<file path="src/rtl/config_sr_sequencer.sv">
// Drives the front-end static/dynamic configuration shift register over SCLK/SEL/SDI/SDO.
// Shifts the latched word MSB-first, can re-shift it to verify, then pulses SEL to latch it.
module config_sr_sequencer #(
    parameter int SIZESRSTAT = 88,
    parameter int SIZESRDYN  = 16,
    parameter int CLKDIV     = 4,
    parameter int LATCHCYC   = 8
) (
    input  logic                  CLK,
    input  logic                  RST,
    input  logic                  START,
    input  logic                  TGT_DYN,
    input  logic                  VERIFY,
    input  logic [SIZESRSTAT-1:0] STAT_WORD,
    input  logic [SIZESRDYN-1:0]  DYN_WORD,
    output logic                  SCLK,
    output logic                  SEL,
    output logic                  SDI,
    input  logic                  SDO,
    output logic                  BUSY,
    output logic                  DONE,
    output logic                  ERR,
    output logic [SIZESRSTAT-1:0] RDBK
);

    localparam int CNTMAX = (CLKDIV > LATCHCYC) ? CLKDIV : LATCHCYC;
    localparam int CW     = $clog2(CNTMAX + 1);
    localparam int BW     = $clog2(SIZESRSTAT + 1);

    typedef enum logic [2:0] {
        IDLE     = 3'd0,
        SETUP    = 3'd1,
        SHIFT_LO = 3'd2,
        SHIFT_HI = 3'd3,
        LATCH    = 3'd4
    } state_t;

    state_t                  state_r;
    logic [CW-1:0]           cnt_r;
    logic [BW-1:0]           bits_r;
    logic [SIZESRSTAT-1:0]   shift_r;
    logic                    tgt_r;
    logic                    verify_r;
    logic                    pass2_r;

    logic [SIZESRSTAT-1:0]   rot_s;
    logic                    msb_s;
    logic                    next_msb_s;
    logic [SIZESRSTAT-1:0]   start_word_s;
    logic                    start_msb_s;
    logic                    div_end_s;
    logic                    latch_end_s;
    logic [BW-1:0]           nbits_s;

    // Rotation of the active N-bit window and the bit currently on SDI
    always_comb begin
        rot_s = shift_r;
        if (tgt_r) begin
            rot_s[SIZESRDYN-1:0] = {shift_r[SIZESRDYN-2:0], shift_r[SIZESRDYN-1]};
            msb_s                = shift_r[SIZESRDYN-1];
            next_msb_s           = rot_s[SIZESRDYN-1];
            nbits_s              = BW'(SIZESRDYN);
        end else begin
            rot_s      = {shift_r[SIZESRSTAT-2:0], shift_r[SIZESRSTAT-1]};
            msb_s      = shift_r[SIZESRSTAT-1];
            next_msb_s = rot_s[SIZESRSTAT-1];
            nbits_s    = BW'(SIZESRSTAT);
        end
    end

    // Payload selection at request time
    always_comb begin
        if (TGT_DYN) begin
            start_word_s = {{(SIZESRSTAT-SIZESRDYN){1'b0}}, DYN_WORD};
            start_msb_s  = DYN_WORD[SIZESRDYN-1];
        end else begin
            start_word_s = STAT_WORD;
            start_msb_s  = STAT_WORD[SIZESRSTAT-1];
        end
    end

    assign div_end_s   = (cnt_r == CW'(CLKDIV - 1));
    assign latch_end_s = (cnt_r == CW'(LATCHCYC - 1));

    // Sequencer FSM with registered pin outputs
    always_ff @(posedge CLK) begin
        if (RST) begin
            state_r  <= IDLE;
            cnt_r    <= '0;
            bits_r   <= '0;
            shift_r  <= '0;
            tgt_r    <= 1'b0;
            verify_r <= 1'b0;
            pass2_r  <= 1'b0;
            SCLK     <= 1'b0;
            SEL      <= 1'b0;
            SDI      <= 1'b0;
            BUSY     <= 1'b0;
            DONE     <= 1'b0;
            ERR      <= 1'b0;
            RDBK     <= '0;
        end else begin
            DONE <= 1'b0;
            case (state_r)
                IDLE: begin
                    SCLK <= 1'b0;
                    // DONE still high means this is the completion cycle: drop START
                    if (START && !DONE) begin
                        shift_r  <= start_word_s;
                        tgt_r    <= TGT_DYN;
                        verify_r <= VERIFY;
                        pass2_r  <= 1'b0;
                        bits_r   <= TGT_DYN ? BW'(SIZESRDYN) : BW'(SIZESRSTAT);
                        cnt_r    <= '0;
                        ERR      <= 1'b0;
                        RDBK     <= '0;
                        BUSY     <= 1'b1;
                        SEL      <= TGT_DYN;
                        SDI      <= start_msb_s;
                        state_r  <= SETUP;
                    end
                end
                SETUP: begin
                    if (div_end_s) begin
                        cnt_r   <= '0;
                        state_r <= SHIFT_LO;
                    end else begin
                        cnt_r <= cnt_r + CW'(1);
                    end
                end
                SHIFT_LO: begin
                    if (div_end_s) begin
                        cnt_r <= '0;
                        if (!pass2_r) begin
                            RDBK <= {RDBK[SIZESRSTAT-2:0], SDO};
                        end else if (SDO != msb_s) begin
                            ERR <= 1'b1;
                        end
                        SCLK    <= 1'b1;
                        state_r <= SHIFT_HI;
                    end else begin
                        cnt_r <= cnt_r + CW'(1);
                    end
                end
                SHIFT_HI: begin
                    if (div_end_s) begin
                        cnt_r   <= '0;
                        SCLK    <= 1'b0;
                        shift_r <= rot_s;
                        SDI     <= next_msb_s;
                        if (bits_r == BW'(1)) begin
                            if (pass2_r || !verify_r) begin
                                SEL     <= ~tgt_r;
                                state_r <= LATCH;
                            end else begin
                                pass2_r <= 1'b1;
                                bits_r  <= nbits_s;
                                state_r <= SHIFT_LO;
                            end
                        end else begin
                            bits_r  <= bits_r - BW'(1);
                            state_r <= SHIFT_LO;
                        end
                    end else begin
                        cnt_r <= cnt_r + CW'(1);
                    end
                end
                LATCH: begin
                    if (latch_end_s) begin
                        cnt_r   <= '0;
                        DONE    <= 1'b1;
                        BUSY    <= 1'b0;
                        state_r <= IDLE;
                    end else begin
                        cnt_r <= cnt_r + CW'(1);
                    end
                end
                default: begin
                    state_r <= IDLE;
                end
            endcase
        end
    end

endmodule

</file>
<file path="config.mk">
export PLATFORM = sky130hd
export DESIGN_NAME = config_sr_sequencer
export DESIGN_NICKNAME = d
export VERILOG_FILES = /design/src/rtl/config_sr_sequencer.sv
export SDC_FILE = /design/constraint.sdc
export NUM_CORES = 1
export LEC_CHECK = 0
export ABC_AREA = 1
export ABC_CLOCK_PERIOD_IN_PS = 1800
export BUFFER_PORTS_ARGS = -buffer_cell sky130_fd_sc_hd__buf_2
export CAP_MARGIN = 20
export CORE_MARGIN = 8
export CORE_UTILIZATION = 49
export CTS_CLUSTER_DIAMETER = 120
export DETAILED_ROUTE_END_ITERATION = 10
export PLACE_DENSITY = 0.77
export SETUP_SLACK_MARGIN = 0.4
export SLEW_MARGIN = 20
export SYNTH_ARGS = -nofsm -noshare
export SYNTH_HDL_FRONTEND = slang
export SYNTH_SLANG_ARGS = --single-unit
</file>
<file path="constraint.sdc">
create_clock -name CLK -period 1.8 [get_ports CLK]
set_clock_uncertainty 0.15 [all_clocks]
set_input_delay 0.09 -clock CLK [delete_from_list [all_inputs] [get_ports CLK]]
set_output_delay 0.09 -clock CLK [all_outputs]
set_load 0.01 [all_outputs]
</file>
# Yosys cells after proc, flatten, opt, wreduce, memory -nomap -nowiden
# Index checks and enable logic that the tools add are counted.
dict set report totals {
  ff_bits 199
  in_bits 110
  output_inout_bits 94
  elab_cells 120
}
dict set report classes {
  addsub 2
  eq_ne 21
  mux 56
  n_bitwise 2
  reduce_logical 24
}
# cell count
set op_table {}
lappend op_table {{2-to-1 mux 88 bit} 6}
lappend op_table {{case mux 88 bit (2 select lines)} 2}
lappend op_table {{2-to-1 mux 72 bit} 1}
lappend op_table {{2-to-1 mux 7 bit} 6}
lappend op_table {{inequality test 2 bit (second input constant)} 12}
lappend op_table {{2-to-1 mux 1 bit} 22}
lappend op_table {{2-to-1 mux 3 bit} 7}
lappend op_table {{AND reduction 5 bit} 4}
lappend op_table {{case mux 3 bit (5 select lines)} 1}
lappend op_table {{case mux 7 bit (2 select lines)} 1}
lappend op_table {{2-to-1 mux 4 bit} 3}
lappend op_table {{case mux 4 bit (3 select lines)} 1}
lappend op_table {{AND reduction 4 bit} 3}
lappend op_table {{case mux 1 bit (2 select lines)} 5}
lappend op_table {{AND reduction 3 bit} 3}
lappend op_table {{== test 7 x 1 -> 1 bit (second input constant)} 1}
lappend op_table {{subtractor 7 x 1 -> 7 bit (second input constant)} 1}
lappend op_table {{== test 3 x 2 -> 1 bit (second input constant)} 2}
lappend op_table {{nonzero test 2 bit} 3}
lappend op_table {{nonzero test 3 bit} 2}
lappend op_table {{adder 4 x 1 -> 4 bit (second input constant)} 1}
lappend op_table {{== test 4 x 2 -> 1 bit (second input constant)} 1}
lappend op_table {{== test 4 x 3 -> 1 bit (second input constant)} 1}
lappend op_table {{AND reduction 2 bit} 2}
lappend op_table {{other kinds (12)} 14}

# Logic depth before layout (Yosys ltp)
dict set report depth {
  word_depth 6
  mapped_depth 12
  mapped_depth_nobuf 11
}

# Worst setup path before layout
# No wires, ideal clock.
dict set report synth_path {
  kind {register to register}
  start {register state_r[0]}
  end {register RDBK[14]}
  setup_ns 0.133
  t_arrival_ns 1.486
  t_required_ns 1.517
  setup_slack_ns 0.031
  stages_incl_launch_ff 12
  path_buffers 3
  period_less_slack_ns 1.769
  cell_sequence {dfxtp_1 > buf_2 > inv_1 > nand2_1 > nor2_4 > nand2_1 > nand2_1 > nand3_2 > buf_4 > buf_2 > a21oi_1 > nor3_2}
}
dict set report synth_via {
  elab_chain_cells 3
  elab_cells_between_ends 8
  cone_classes {4 x eq/ne; 1 x mux; 3 x reduce/logical}
}
# element line
set synth_lines {}
lappend synth_lines {{start, declared} 38} ;# state_t state_r;
lappend synth_lines {{start signal, assigned} 88} ;# state_r <= IDLE;
lappend synth_lines {{start signal, assigned} 120} ;# state_r <= SETUP;
lappend synth_lines {{start signal, assigned} 126} ;# state_r <= SHIFT_LO;
lappend synth_lines {{== test 3 x 2 -> 1 bit / logical NOT 3 bit (equally long branches)} 104} ;# case (state_r)
lappend synth_lines {{inequality test 2 bit (no line) / nonzero test 2 bit (equally long branches)} --}
lappend synth_lines {{AND reduction 4 bit (no line)} --}
lappend synth_lines {{end signal, assigned} 135} ;# RDBK <= {RDBK[SIZESRSTAT-2:0], SDO};
lappend synth_lines {{end, declared} 23} ;# output logic [SIZESRSTAT-1:0] RDBK
# Several ways; a longest one is shown, not always the timed one.
# A chain may end at the register's enable or synchronous reset.

# Worst setup path after layout
dict set report layout_path {
  start {register state_r[2]}
  end {register RDBK[32]}
}
# The elaborated chain is that of the path after synthesis.

==> impl_results.md <==
* Clock power frac at 0.124
* NumNets Final at about 1700
* Combinational Power Share at 0.619
* Die width at approximately 150 um
* FMAX at approximately 0.55 GHz
* Core area at between 0.015 and 0.02 mm2
* Placer Congestion at between 0.8 and 0.9
* HP Class: in -> reg
* Largest net degree at the start of global routing at 114
* VDD IR max at ~1000 uV
* Cells after Synth at about 1300
* Sw Pwr at around 0.014 W
* Post-Route WL at 31200 um
* Pwr per Cell Area at roughly 2300 mW/mm2
* Detailed Place HPWL at 16100 um
* DP Cell Count at 1695
* Post-synth top area share at 0.434
* Clock root cell: clkbuf_16
* Top-count cell post-synth: dfxtp_1
* Slew headroom at 0.605
* Crit path required time at about 2.0 ns
* # fillers at about 1200
* Number of synthesized flops with an enable pin at 0
* Post-route insts no fill at 1880
* Distinct cells, synth at 33
* Worst-Skew Late Latency at roughly 0.43 ns
* CP max FO at 11
* Hold Path Cell Cnt at 5
* Drt initial violations at 894
* Final Hold Vio Count at 0
* Total die area at 0.0234 mm2
* Top cells by area, synth: dfxtp_1 43%, nand2_1 7.8%, nor2_1 7.6%
* Via Count at 10100
* Outcome: finished, violations left
* CP endpoint kind: flop
* Mean Syn Cell Area at between 7 and 8 um2
* Ys async rst share at 0
* Area grow syn2layout at 52.5%
* Num rows at 50
* Max-cap violations at 0
* Antenna violations before repair at 1
* Worst-Margin Slew at roughly 0.59 ns
* Antenna viol nets, final at 0
* Chip Height at around 150 um
* Crit path DAT at between 1.5 and 2 ns
* # DRC at 0
* CTS Buf Count at 17
* Failing checks: setup timing
* Seq pwr share at 0.257
* Vias in the first global route at 9450
* Post-synth top area cell: dfxtp_1
* Placed cell areas at approximately 0.011 mm2
* Clk sinks at 199
* Mapped cell area at approximately 0.0092 mm2
* # setup viols final at 1
* Syn Nets at 1411
* Worst r2r path cells at 10
* Grt ovf at 0
* CP startpoint kind: flop
* RSZ-0062 raised after global routing: true
* Final instance area at 0.0140 mm2
* Port-buffer cells at around 200
* H-tree Lvls at 4
* Post-layout min period at between 1.5 and 2 ns
* TritonCTS clock tree: built
* Register area share after synthesis at 0.434
* Ratio of cells with drive above 1 in the final layout at 0.359
* DR WL/cell at between 15 and 20 um
* Initial Util at 0.494
* Sw frac at 0.452
* Fin util at 0.754
* Final worst slack at -0.00382 ns
* Leakage power at roughly 6.6 nW
* IO Count at about 200
* Predominant post-synthesis flop cell: dfxtp_1
* First-pass GRT wire length at approximately 46000 um
* Final worst-path cycle share at 1.00
* #FFs+latches synth at roughly 200
* Clk buf depth at 2
* Total power at approximately 0.032 W
* Initial DRT Pass Iterations at 5
* Final slew viol count at 0
* Top cells by count, synth: 199 x dfxtp_1, 192 x nand2_1, 186 x nor2_1
* Internal power at about 0.017 W
* Warnings from Yosys at 0
* Global Route Usage Sum at 0.233
* Via-to-Cell Ratio at approximately 5.4
* Clk slew on worst S/H paths at roughly 0.08 ns
* Worst Setup Path Type: reg -> reg
-- path summary, 6_finish.rpt --
path              startpoint        to  slack (ns)
setup reg to reg  state_r[2]  RDBK[32]      -0.004
hold / removal         START      BUSY        0.03
setup / recovery  state_r[2]  RDBK[32]      -0.004
hold reg to reg         BUSY      BUSY        0.31
-- through the flow --
step                setup TNS (ns)  setup slack (ns)  hold WS (ns)
floorplan                        0             0.122        0.0749
global placement                 0            0.0374         0.172
CTS                              0            0.0732        0.0410
global route                -0.811           -0.0569        0.0510
finish                    -0.00382          -0.00382        0.0252
detailed placement          -0.273           -0.0318         0.180
-- registers in the layout (all words and copies together) (netlist names) --
| signal | cells |
|---|---|
| pass2_r | 1 |
| shift_r | 88 |
| SDI | 1 |
| DONE | 1 |
| cnt_r | 4 |
| bits_r | 7 |
| SCLK | 1 |
| verify_r | 1 |
| ERR | 1 |
| SEL | 1 |
| tgt_r | 1 |
| BUSY | 1 |
| RDBK | 88 |
| state_r | 3 |
-- power by group through the flow --
stage	Clock [W]	Combinational, W	Sequential (W)
after floorplan	0	0.0102	0.00806
after global placement	0	0.0135	0.00787
after detailed placement	0	0.0139	0.00792
after CTS	0.00397	0.0158	0.00792
after global routing	0.00417	0.0213	0.00834
final	0.00393	0.0196	0.00816
-- critical path, cell delays in order, from the launching register on --
cell and delay [ns]:
dfxtp_4 0.40, inv_6 0.06, nand2_4 0.08, nor2_4 0.04, buf_4 0.13, nand2_4 0.09
nand3_4 0.16, buf_8 0.20, buf_16 0.16, a21oi_1 0.15, nor3_1 0.06
-- layer usage --
layer,wire [um],part of all wire,vias to the layer above,GRT usage
met3,2400,0.077,66,0.0685
li1,-,-,4833,-
met1,12600,0.40,4724,0.286
met5,0,0,-,0
met4,704,0.023,0,0.0707
met2,15500,0.50,458,0.389
-- timing repair --
| item | CTS | global route |
|---|---|---|
| endpoints found under the setup margin | 198 | 199 |
| hold endpoints to repair | 101 | 0 |
| gates cloned | 5 | 13 |
| buffers inserted | 16 | 11 |
| hold buffers | 108 | 0 |
| pin swaps | 12 | 24 |
| resized for setup | 66 | 139 |
-- area by class of cell --
| cell class | instances | area [um2] | area share |
|---|---|---|---|
| Sequential cell | 199 | 4000 | 0.286 |
| Timing Repair Buffer | 404 | 3430 | 0.245 |
| Multi-Input combinational cell | 804 | 4890 | 0.349 |
| Clock inverter | 13 | 161 | 0.0115 |
| Clock buffer | 18 | 429 | 0.0306 |
| Inverter | 207 | 795 | 0.0567 |
| Antenna cell | 1 | 2.50 | 0.000179 |
| Tap cell | 234 | 293 | 0.0209 |
-- cells by family (layout without fill, tap and decap cells) --
kind of cell    count (synthesis)  in the layout  share of synthesized area
simple gates                  521            523                      0.245
buf+inv                       297            642                      0.133
compound gates                274            274                      0.180
flops                         199            199                      0.434
xor+xnor                        4              4                    0.00381
fa+ha+maj                       3              3                    0.00409
other cells                     0              1                          0
-- placed cells by master (no fill, tap or decap), drive strengths merged --
cell,instances
nand4,18
clkbuf,27
clkinvlp,2
a22o,70
buf,287
or2,1
inv,213
xnor2,2
nor3b,15
nand2,193
diode,1
nand3,16
ha,3
o21ai,89
o211a,1
o21bai,3
nor2,190
a211oi,1
nand3b,1
o21a,1
bufinv,2
dlygate4sd3,108
a31oi,2
o22ai,1
xor2,2
a21oi,106
clkinv,3
dfxtp,199
nor3,89
(Power assumes the default switching activity.)
